**src/rtl/channel_initiator_pkg.sv**
```systemverilog
// Shared definitions for the channel initiator: sequencer states, device
// command codes and the status-byte bit positions the sequencer inspects.
package channel_initiator_pkg;

   typedef enum logic [3:0] {
      ST_IDLE,
      ST_SELECT,
      ST_ADDR_WAIT,
      ST_CMD,
      ST_CMD_END,
      ST_ISTAT,
      ST_ISTAT_END,
      ST_DATA,
      ST_DATA_END,
      ST_STOP,
      ST_STOP_END,
      ST_FSTAT,
      ST_FSTAT_END,
      ST_DONE
   } state_t;

   localparam logic [7:0] CMD_TEST_IO = 8'h00;
   localparam logic [7:0] CMD_WRITE   = 8'h01;
   localparam logic [7:0] CMD_READ    = 8'h02;
   localparam logic [7:0] CMD_NOP     = 8'h03;

   localparam int STAT_BUSY = 3;
   localparam int STAT_DE   = 4;
   localparam int STAT_CE   = 5;
   localparam int STAT_UC   = 6;

   // Initial status that closes the chain: device busy, or channel end with device end.
   function automatic logic chain_ends(input logic [7:0] st);
      return st[STAT_BUSY] || (st[STAT_CE] && st[STAT_DE]);
   endfunction

   function automatic logic is_data_cmd(input logic [7:0] c);
      return (c == CMD_WRITE) || (c == CMD_READ);
   endfunction

endpackage

```
**src/rtl/channel_initiator.sv**
```systemverilog
// Channel-side initiator: selects a device, sends a command, runs the optional
// byte-by-byte data phase over service tags and collects the ending status.
module channel_initiator
   import channel_initiator_pkg::*;
#(
   parameter int SEL_TIMEOUT = 255
) (
   input  logic       clk,
   input  logic       reset,
   output logic [7:0] bus_out,
   input  logic [7:0] bus_in,
   output logic       operational_out,
   output logic       hold_out,
   output logic       select_out,
   output logic       address_out,
   output logic       command_out,
   output logic       service_out,
   output logic       suppress_out,
   input  logic       operational_in,
   input  logic       select_in,
   input  logic       address_in,
   input  logic       status_in,
   input  logic       service_in,
   input  logic       request_in,
   input  logic       start,
   input  logic [7:0] dev_addr,
   input  logic [7:0] cmd,
   input  logic [7:0] limit,
   input  logic [7:0] wr_data,
   input  logic       wr_valid,
   output logic       wr_ready,
   output logic [7:0] rd_data,
   output logic       rd_valid,
   output logic       busy,
   output logic       done,
   output logic [7:0] status,
   output logic       no_device,
   output logic [7:0] xfer_count
);

   localparam int TW = $clog2(SEL_TIMEOUT + 2);

   state_t        state_reg;
   logic [7:0]    addr_reg;
   logic [7:0]    cmd_reg;
   logic [7:0]    limit_reg;
   logic [TW-1:0] timer_reg;

   logic is_write;
   logic count_hit;
   logic in_chain;
   logic unused_request;

   assign is_write       = (cmd_reg == CMD_WRITE);
   assign count_hit      = (xfer_count == limit_reg);
   assign in_chain       = !(state_reg inside {ST_IDLE, ST_SELECT, ST_DONE});
   assign suppress_out   = 1'b0;
   assign unused_request = request_in;

   // Write bytes are accepted in the same cycle the device asks for one.
   assign wr_ready = (state_reg == ST_DATA) && is_write && operational_in &&
                     service_in && !status_in && !count_hit;

   always_ff @(posedge clk) begin
      if (reset) begin
         state_reg       <= ST_IDLE;
         addr_reg        <= '0;
         cmd_reg         <= '0;
         limit_reg       <= '0;
         timer_reg       <= '0;
         bus_out         <= '0;
         operational_out <= 1'b0;
         hold_out        <= 1'b0;
         select_out      <= 1'b0;
         address_out     <= 1'b0;
         command_out     <= 1'b0;
         service_out     <= 1'b0;
         rd_data         <= '0;
         rd_valid        <= 1'b0;
         busy            <= 1'b0;
         done            <= 1'b0;
         status          <= '0;
         no_device       <= 1'b0;
         xfer_count      <= '0;
      end else begin
         operational_out <= 1'b1;
         done            <= 1'b0;
         rd_valid        <= 1'b0;
         if (!operational_in && in_chain) begin
            // Device dropped off the interface mid-chain.
            hold_out    <= 1'b0;
            select_out  <= 1'b0;
            address_out <= 1'b0;
            command_out <= 1'b0;
            service_out <= 1'b0;
            status      <= 8'hFF;
            state_reg   <= ST_DONE;
         end else begin
            case (state_reg)
               ST_IDLE: if (start) begin
                  addr_reg    <= dev_addr;
                  cmd_reg     <= cmd;
                  limit_reg   <= limit;
                  xfer_count  <= '0;
                  no_device   <= 1'b0;
                  bus_out     <= dev_addr;
                  address_out <= 1'b1;
                  select_out  <= 1'b1;
                  hold_out    <= 1'b1;
                  timer_reg   <= '0;
                  busy        <= 1'b1;
                  state_reg   <= ST_SELECT;
               end
               ST_SELECT: begin
                  if (operational_in) begin
                     address_out <= 1'b0;
                     timer_reg   <= '0;
                     state_reg   <= ST_ADDR_WAIT;
                  end else if (select_in || timer_reg == TW'(SEL_TIMEOUT)) begin
                     select_out  <= 1'b0;
                     hold_out    <= 1'b0;
                     address_out <= 1'b0;
                     no_device   <= 1'b1;
                     state_reg   <= ST_DONE;
                  end else begin
                     timer_reg <= timer_reg + TW'(1);
                  end
               end
               ST_ADDR_WAIT: if (address_in) begin
                  if (bus_in != addr_reg) no_device <= 1'b1;
                  bus_out     <= cmd_reg;
                  command_out <= 1'b1;
                  state_reg   <= ST_CMD;
               end
               ST_CMD: if (!address_in) begin
                  command_out <= 1'b0;
                  select_out  <= 1'b0;
                  hold_out    <= 1'b0;
                  state_reg   <= ST_ISTAT;
               end
               ST_ISTAT: if (status_in) begin
                  status      <= bus_in;
                  service_out <= 1'b1;
                  state_reg   <= ST_ISTAT_END;
               end
               ST_ISTAT_END: if (!status_in) begin
                  service_out <= 1'b0;
                  if (!chain_ends(status) && is_data_cmd(cmd_reg)) state_reg <= ST_DATA;
                  else                                            state_reg <= ST_DONE;
               end
               ST_DATA: begin
                  if (status_in) begin
                     state_reg <= ST_FSTAT;
                  end else if (service_in) begin
                     if (count_hit) begin
                        command_out <= 1'b1;
                        state_reg   <= ST_STOP;
                     end else if (is_write) begin
                        if (wr_valid) begin
                           bus_out     <= wr_data;
                           service_out <= 1'b1;
                           state_reg   <= ST_DATA_END;
                        end
                     end else begin
                        rd_data     <= bus_in;
                        rd_valid    <= 1'b1;
                        service_out <= 1'b1;
                        state_reg   <= ST_DATA_END;
                     end
                  end
               end
               ST_DATA_END: if (!service_in) begin
                  service_out <= 1'b0;
                  xfer_count  <= (xfer_count == 8'hFF) ? 8'hFF : xfer_count + 8'd1;
                  state_reg   <= ST_DATA;
               end
               ST_STOP: if (!service_in) begin
                  command_out <= 1'b0;
                  state_reg   <= ST_FSTAT;
               end
               ST_FSTAT: if (status_in) begin
                  status      <= bus_in;
                  service_out <= 1'b1;
                  state_reg   <= ST_FSTAT_END;
               end
               ST_FSTAT_END: if (!status_in) begin
                  service_out <= 1'b0;
                  state_reg   <= ST_DONE;
               end
               ST_DONE: begin
                  done      <= 1'b1;
                  busy      <= 1'b0;
                  state_reg <= ST_IDLE;
               end
               default: state_reg <= ST_IDLE;
            endcase
         end
      end
   end

endmodule

```
**config.mk**
```make
export PLATFORM = sky130hd
export DESIGN_NAME = channel_initiator
export DESIGN_NICKNAME = d
export VERILOG_FILES = /design/src/rtl/channel_initiator_pkg.sv /design/src/rtl/channel_initiator.sv
export SDC_FILE = /design/constraint.sdc
export NUM_CORES = 1
export LEC_CHECK = 0
export BUFFER_PORTS_ARGS = -buffer_cell sky130_fd_sc_hd__buf_2
export CORE_ASPECT_RATIO = 1.25
export CORE_UTILIZATION = 35
export DETAILED_ROUTE_END_ITERATION = 8
export PLACE_DENSITY = 0.53
export SLEW_MARGIN = 0
export SYNTH_ARGS = -nofsm -noshare
export SYNTH_HDL_FRONTEND = slang
export SYNTH_SLANG_ARGS = --single-unit
```
**constraint.sdc**
```tcl
create_clock -name clk -period 6.55 [get_ports clk]
set_clock_uncertainty 0.05 [all_clocks]
set_input_delay 0.3275 -clock clk [delete_from_list [all_inputs] [get_ports clk]]
set_output_delay 0.3275 -clock clk [all_outputs]
set_load 0.02 [all_outputs]
```
# Word-level counts from Yosys, hierarchy flattened
# Cells that the tools add are included.
totals:
  word_cells: 196
  register_bits: 78
classes:
  muxes: 69
  eq_ne: 54
  reduce_logical: 46
  bitwise: 6
  n_addsub: 2
ops:
  columns: ["op", "count"]
  rows:
  - ["8-bit 2-to-1 mux", 13]
  - ["4-bit 2-to-1 mux", 18]
  - ["4-bit case mux with 11 select lines", 1]
  - ["2-bit != test (second input constant)", 18]
  - ["3-bit != test (second input constant)", 11]
  - ["9-bit 2-to-1 mux", 3]
  - ["1-bit 2-to-1 mux", 25]
  - ["8-bit case mux with 3 select lines", 1]
  - ["12-bit AND reduction", 2]
  - ["4-bit equality test (second input constant)", 5]
  - ["9-bit case mux with 2 select lines", 1]
  - ["8-bit case mux with 2 select lines", 1]
  - ["7-bit AND reduction", 2]
  - ["4-bit by 3-bit equality test with 1-bit output (second input constant)", 3]
  - ["3-bit nonzero test", 4]
  - ["2-bit nonzero test", 5]
  - ["9-bit by 1-bit adder with 9-bit output (second input constant)", 1]
  - ["9-bit by 8-bit equality test with 1-bit output (second input constant)", 1]
  - ["3-bit AND reduction", 3]
  - ["9-bit AND reduction", 1]
  - ["8-bit by 1-bit adder with 8-bit output (second input constant)", 1]
  - ["4-bit by 2-bit equality test with 1-bit output (second input constant)", 2]
  - ["8-bit by 1-bit equality test with 1-bit output (second input constant)", 1]
  - ["8-bit by 2-bit equality test with 1-bit output (second input constant)", 1]
  - ["other kinds (26)", 53]

# Depth between registers and ports, before layout
# Gate-level depths: netlist of the first run.
depth:
  depth_word: 8
  ltp_mapped: 10
  mapped_depth_nobuf: 10

# Worst setup path before layout of the first run
# OpenSTA, ideal clock, no wires.
synth_path:
  path_kind: "register to register"
  from: "register timer_reg[0]"
  to: "register state_reg[0]"
  path_stages_with_launch: 11
  setup_ps: 145
  path_slack_ps: 4382
  path_buffers: 0
  arrival_ps: 1973
  path_cell_list: "dfxtp_1 ha_1 nand3_1 nor2_1 ha_1 nor2_1 and4_1 a2111o_1 a211o_2 nor3_2 a311oi_2"
synth_via:
  elab_chain_cells: 4
synth_lines:
  columns: ["item", "line_no", "text"]
  rows:
  - ["start: declaration", "channel_initiator.sv:47", "logic [TW-1:0] timer_reg;"]
  - ["start signal: assignment", "channel_initiator.sv:126", "timer_reg <= timer_reg + TW'(1);"]
  - ["9-bit by 8-bit equality test with 1-bit output", "channel_initiator.sv:119", "end else if (select_in || timer_reg == TW'(SEL_TIMEOUT)) begin"]
  - ["1-bit logical OR", "channel_initiator.sv:119", null]
  - ["4-bit by 2-bit != test with 1-bit output (no line)", null, null]
  - ["12-bit AND reduction (no line)", null, null]
  - ["end signal: assignment", "channel_initiator.sv:118", "state_reg <= ST_ADDR_WAIT;"]
  - ["end signal: assignment", "channel_initiator.sv:124", "state_reg <= ST_DONE;"]
  - ["end signal: assignment", "channel_initiator.sv:133", "state_reg <= ST_CMD;"]
  - ["end: declaration", "channel_initiator.sv:43", "state_t state_reg;"]
# No other way between the ends.
# A chain may end at the register's enable or synchronous reset.

# Worst setup path after layout of the first run
layout_path:
  from: "register state_reg[2]"
  to: "register xfer_count[4]"
layout_via:
  elab_chain_cells: 6
  elab_cells_between_ends: 13
  classes_between: "5 x eq/ne; 1 x mux; 1 x bitwise; 6 x reduce/logical"
layout_lines:
  columns: ["item", "line_no", "text"]
  rows:
  - ["start signal: assignment", "channel_initiator.sv:66", "state_reg <= ST_IDLE;"]
  - ["start signal: assignment", "channel_initiator.sv:97", "state_reg <= ST_DONE;"]
  - ["start signal: assignment", "channel_initiator.sv:112", "state_reg <= ST_SELECT;"]
  - ["4-bit by 1-bit equality test with 1-bit output (tied with other cells)", "channel_initiator.sv:56", "assign in_chain = !(state_reg inside {ST_IDLE, ST_SELECT, ST_DONE});"]
  - ["3-bit nonzero test", "channel_initiator.sv:56", null]
  - ["1-bit logical NOT", "channel_initiator.sv:56", null]
  - ["1-bit logical AND", "channel_initiator.sv:89", "if (!operational_in && in_chain) begin"]
  - ["1-bit NOT (no line)", null, null]
  - ["4-bit AND reduction (no line)", null, null]
  - ["end signal: assignment", "channel_initiator.sv:174", "xfer_count <= (xfer_count == 8'hFF) ? 8'hFF : xfer_count + 8'd1;"]
  - ["end: declaration", "channel_initiator.sv:38", "output logic [7:0] xfer_count"]
# Parallel ways exist; a longest one is shown, timed or not.

==> flow_summary.yaml, run 1 <==
job:
  max_cap_violations: 0
drt:
  vias: 3829
  drtIter0Drc: 212
  dr.pass1.iters: 7
  postRouteAntennaNets: 0
  wl_per_cell_um: 15.7
  routed_wl_um: 11100
  drc: 3
  viasPerCell: 5.42
sta:
  slew_viol_final: 0
  period_needed_ns: 2.91
  final-hold-violation-count: 0
  worst_hold_slack_ns: 0.182
  finalSetupTns_ns: 0
  finalWorstSetupSlack_ns: 3.64
  slew-limit-headroom_pct: 32.8
  fin_crit_sh_pct: 44.5
  grt_setup_unrepaired: "false"
  worstMarginPinSlew_ns: 1.01
  setup_viol: 0
  fmax_mhz: 343
floorplanning:
  die-area_um2: 11900
  core_area_um2: 11100
  die_y_um: 122
  floorplan.initialDensity_pct: 36.2
  die_x_um: 97.9
  io_pins: 94
  rows: 43
logic_synthesis:
  syn_area_per_cell_um2: 8.17
  yosysWarnings: 0
  synth_edf_count: 0
  synth_seq_cells: 78
  synth_cell_types: 60
  syn_nets: 546
  synth_flop_cell: "dfxtp_1"
  syn_area_um2: 4030
  synth_cells: 493
  ys_seq_area_share_pct: 38.8
  async_reset_ff_share_pct: 0
placement:
  dpl_cell_area_um2: 4500
  place_congestion: 0.845
  dp.cells: 690
  io_buffers: 91
  hpwl_um: 7980
  dp_slack_ns: 3.71
critical_path:
  reg2regPathDepth: 6
  required_ns: 6.74
  cp-end-kind: "flop"
  critPathKind: "flop to flop"
  startpoint_type: "flop"
  startpoint: "state_reg[2]"
  cp.arrival_ns: 3.11
  timing.rr.start: "state_reg[2]"
  worstPathMaxFanout: 28
pwr:
  comb_power_share_pct: 41.7
  clkPwrFrac_pct: 24.7
  switching_share_pct: 41.5
  p_int_mw: 1.19
  p_sw_mw: 0.843
  leakage_nw: 2.12
  ir_drop_v: 0.000199
  power_density_nw_per_um2: 424
  report.power.total_mw: 2.03
  seq_power_share_pct: 33.5
final_layout:
  drive_gt1_share_pct: 22.1
  seq_area_um2: 1560
  fill_cells: 1143
  multi_input_area_um2: 2240
  final_nets: 619
  stdcell_count: 706
  diodes: 0
  syn_to_final_growth_pct: 19.1
  final_common_cell: "buf_2"
  largest_reg_flops: 9
  final_util_pct: 43.1
  stdcell_area_um2: 4800
  mostFrequentLayoutCells: "buf_2, dfxtp_1, nand2_1"
global_routing:
  grt_pass1_wl_um: 18000
  overflow: 0
  grt_pass1_vias: 3580
  grt_max_degree: 61
  grtUsageTotal_pct: 19.1
  antenna_found_initial: 0
clock_network:
  clkSinkCount: 78
  ctsHoldBuffers: 0
  clkSlewWorstSetupHoldPaths_ns: 0.06
  clock_latency_ns: 0.33
  root_buffer: "clkbuf_16"
  h-tree-depth: 3
  post-cts-setup-buffers: 0
  post_cts_resized: 0
  numCtsBuffers: 9
  cts_tree: "yes"
  clk_path_buf_depth: 2
worst_hold_path:
  hold_path.class: "input port to flop"
  holdPathStages: 3
  worstHoldStart: "cmd[7]"
outcome:
  violations: "design-rule violations"
  status: "complete, but fails checks"
critical path: stages, from the launching register on:
cell and delay, ns:
dfxtp_1 0.94, or3_1 0.29, o32a_1 0.19, o21ai_2 0.09
a2111oi_4 0.80, a41oi_1 0.22, a211oi_1 0.25
metal layers:
layer	GRT usage (%)	wire, µm	vias up	share of wire (%)
met4	6.63	140	0	1.3
met5	0	0	-	0
li1	-	-	1908	-
met3	4.19	650	10	5.9
met2	32.1	5400	106	49
met1	24.1	4900	1805	44
Yosys cell counts (all sizes together) (2+ instances only):
| cell type | instances | share of area, % |
|---|---|---|
| nand2b | 5 | 0.78 |
| xor2 | 22 | 4.8 |
| o221a | 8 | 2.2 |
| and3 | 10 | 1.6 |
| a21boi | 2 | 0.37 |
| a21oi | 42 | 5.2 |
| o22ai | 3 | 0.47 |
| nor4b | 2 | 0.43 |
| o21bai | 2 | 0.37 |
| mux2i | 19 | 4.7 |
| o32a | 2 | 0.50 |
| a22oi | 11 | 2.1 |
| nand3 | 13 | 1.7 |
| nand4 | 8 | 1.2 |
| a41oi | 2 | 0.43 |
| inv | 15 | 1.4 |
| nor2b | 9 | 1.8 |
| a2111oi | 2 | 0.90 |
| or2 | 2 | 0.31 |
| ha | 3 | 0.93 |
| nand2 | 73 | 6.8 |
| buf | 17 | 2.9 |
| nor2 | 47 | 4.4 |
| a22o | 4 | 0.87 |
| a211oi | 9 | 1.7 |
| nor4 | 8 | 1.2 |
| nor3 | 7 | 1.1 |
| a31oi | 2 | 0.31 |
| o21ai | 30 | 3.8 |
| clkbuf | 14 | 1.3 |
| dfxtp | 78 | 39 |
| o211ai | 4 | 0.75 |
final cells by class:
cell class	instances	area share, %
Inverter	15	1.17
Clock inverter	5	1.17
Sequential cell	78	32.6
Multi-Input combinational cell	369	46.7
Clock buffer	11	5.06
Timing Repair Buffer	93	9.81
Tap cell	135	3.52
path summary, 6_finish.rpt:
kind	endpoint	slack [ns]
worst min-delay path	cmd_reg[7]	0.18
worst max-delay path	xfer_count[4]	3.64
worst max register to register	xfer_count[4]	3.64
worst min register to register	command_out	0.42
cell families after synthesis:
logic type | Yosys count | share of synthesized area [%]
simple gates | 189 | 22.3
compound gates | 135 | 22.8
flops | 78 | 38.8
buf+inv | 46 | 5.62
xor+xnor | 22 | 4.78
mux | 19 | 4.72
fa+ha+maj | 3 | 0.932
other cells | 1 | 0.0931
power groups by stage:
stage	clock network, mW	logic (mW)	registers, mW
global route	0.533	0.937	0.696
CTS	0.516	0.850	0.681
detailed placement	0	0.844	0.690
floorplan	0	0.638	0.701
global placement	0	0.837	0.688
finish	0.503	0.848	0.681
(Power assumes the default switching activity.)
==> run 2: changes to the inputs <==
clock period = 2.85 ns   (was 6.55 ns; I/O delays follow)
==> run 2 against run 1 <==
Effect of this change:
- the flow still finishes with violations (design-rule violations)
- routed wire length rose by 4.4%
- count of clock-buffer cells in the layout fell by 2
- critical path depth did not move
- combinational power rose to 2.6 times the previous value
- cell area rose by 6.8%
- flip-flop and latch count did not move
- die area did not move
- sequential power rose by 130%
- final cell count rose by 5.2%
- clock power rose by 140%
- first-iteration DRC count rose by 6.1%
- non-clock buffer count rose by 37
- critical path type unchanged
- largest cell class unchanged
==> flow_summary.yaml, run 2 (synthesized netlist as in run 1, its figures left out) <==
job:
  max_cap_violations: 0
drt:
  dr.pass1.iters: 6
  viasPerCell: 5.36
  wl_per_cell_um: 15.6
  routed_wl_um: 11600
  vias: 3986
  postRouteAntennaNets: 0
  drtIter0Drc: 225
  drc: 3
floorplanning:
  rows: 43
  io_pins: 94
  die-area_um2: 11900
  core_area_um2: 11100
  floorplan.initialDensity_pct: 36.2
  die_x_um: 97.9
  die_y_um: 122
sta:
  finalSetupTns_ns: 0
  setup_viol: 0
  fmax_mhz: 410
  slew_viol_final: 0
  worst_hold_slack_ns: 0.00761
  worstMarginPinSlew_ns: 0.859
  grt_setup_unrepaired: "false"
  final-hold-violation-count: 0
  period_needed_ns: 2.44
  fin_crit_sh_pct: 85.6
  slew-limit-headroom_pct: 42.1
placement:
  dp.cells: 710
  dpl_cell_area_um2: 4650
  io_buffers: 91
  place_congestion: 0.884
  hpwl_um: 8350
worst_hold_path:
  worstHoldStart: "dev_addr[6]"
  hold_path.class: "input port to flop"
clock_network:
  post-cts-setup-buffers: 0
  numCtsBuffers: 9
  clkSinkCount: 78
  clk_path_buf_depth: 2
  post_cts_resized: 0
  h-tree-depth: 3
  cts_tree: "yes"
  clock_latency_ns: 0.34
  root_buffer: "clkbuf_16"
  clkSlewWorstSetupHoldPaths_ns: 0.06
pwr:
  clkPwrFrac_pct: 24.1
  switching_share_pct: 41.3
  p_sw_mw: 2.03
  p_int_mw: 2.89
  power_density_nw_per_um2: 960
  report.power.total_mw: 4.92
  leakage_nw: 2.29
  comb_power_share_pct: 44.6
  ir_drop_v: 0.000397
  seq_power_share_pct: 31.3
critical_path:
  worstPathMaxFanout: 13
  required_ns: 3.01
  startpoint_type: "flop"
  critPathKind: "flop to flop"
  cp-end-kind: "flop"
  startpoint: "state_reg[3]"
  timing.rr.start: "state_reg[3]"
  cp.arrival_ns: 2.60
final_layout:
  drive_gt1_share_pct: 24.2
  stdcell_area_um2: 5120
  stdcell_count: 743
  final_nets: 656
  final_common_cell: "buf_2"
  mostFrequentLayoutCells: "buf_2, dfxtp_1, nand2_1"
  diodes: 0
  syn_to_final_growth_pct: 27.2
  largest_reg_flops: 9
global_routing:
  grt_pass1_vias: 3788
  grt_max_degree: 35
  grtUsageTotal_pct: 20.0
  grt_pass1_wl_um: 18900
  overflow: 0
  antenna_found_initial: 0
outcome:
  status: "complete, but fails checks"
  violations: "design-rule violations"
[run 2: changes by cell type in the layout (fill, tap and decap cells not counted), sizes merged]
cell	before	now
inv	16	18
buf	93	113
dlygate4sd3	0	17
clkbuf	11	9
[run 2: timing repair]
item / in CTS / in global routing
setup endpoints to repair: 0 / 0
hold endpoints to repair: 17 / 0
hold buffers: 17 / 0
[run 2: critical path, cell delays in order, from the launching register on]
cell,delay (ns)
dfxtp_1,0.66
nand2_1,0.16
a211oi_1,0.33
or2_0,0.41
nand3_2,0.37
mux2i_1,0.25
nor2_1,0.06
[run 2: power by group through the flow]
| stage | Sequential (mW) | Clock (mW) | Combinational [mW] |
|---|---|---|---|
| 3_3_place_gp | 1.56 | 0 | 2.14 |
| 2_1_floorplan | 1.61 | 0 | 1.47 |
| 5_1_grt | 1.57 | 1.27 | 2.41 |
| 6_report | 1.54 | 1.19 | 2.19 |
| 4_1_cts | 1.54 | 1.22 | 2.19 |
| 3_5_place_dp | 1.56 | 0 | 2.16 |
[run 2: per-stage QoR]
stage	setup slack (ns)	utilization [%]
after floorplan	0.682	-
after global placement	0.445	41.7
after detailed placement	0.428	41.7
after CTS	0.416	46.0
after global routing	0.223	46.0
final	0.411	46.0
[run 2: path summary, 6_finish.rpt]
check                              endpoint  slack, ns  depth (start not counted)
worst max-delay path             rd_data[2]       0.41                          6
worst min-delay path            addr_reg[6]      0.008                          3
worst max register to register   rd_data[2]       0.41                          6
worst min register to register  addr_reg[1]       0.42                          2
[run 2: cell type report]
class	instances	area, µm²
fill	1126	6010
tap	135	169
multi-input combinational	369	2240
timing repair buffer	130	791
clock inverter	7	80.1
sequential	78	1560
inverter	15	56.3
clock buffer	9	225
[run 2: metal layers]
layer  track usage (%)  vias up  share of wire (%)
met3              4.42       12                4.7
met2              33.1      103                 48
li1                  -     1985                  -
met5                 0        -                  0
met1              25.6     1886                 46
met4              7.01        0                1.5
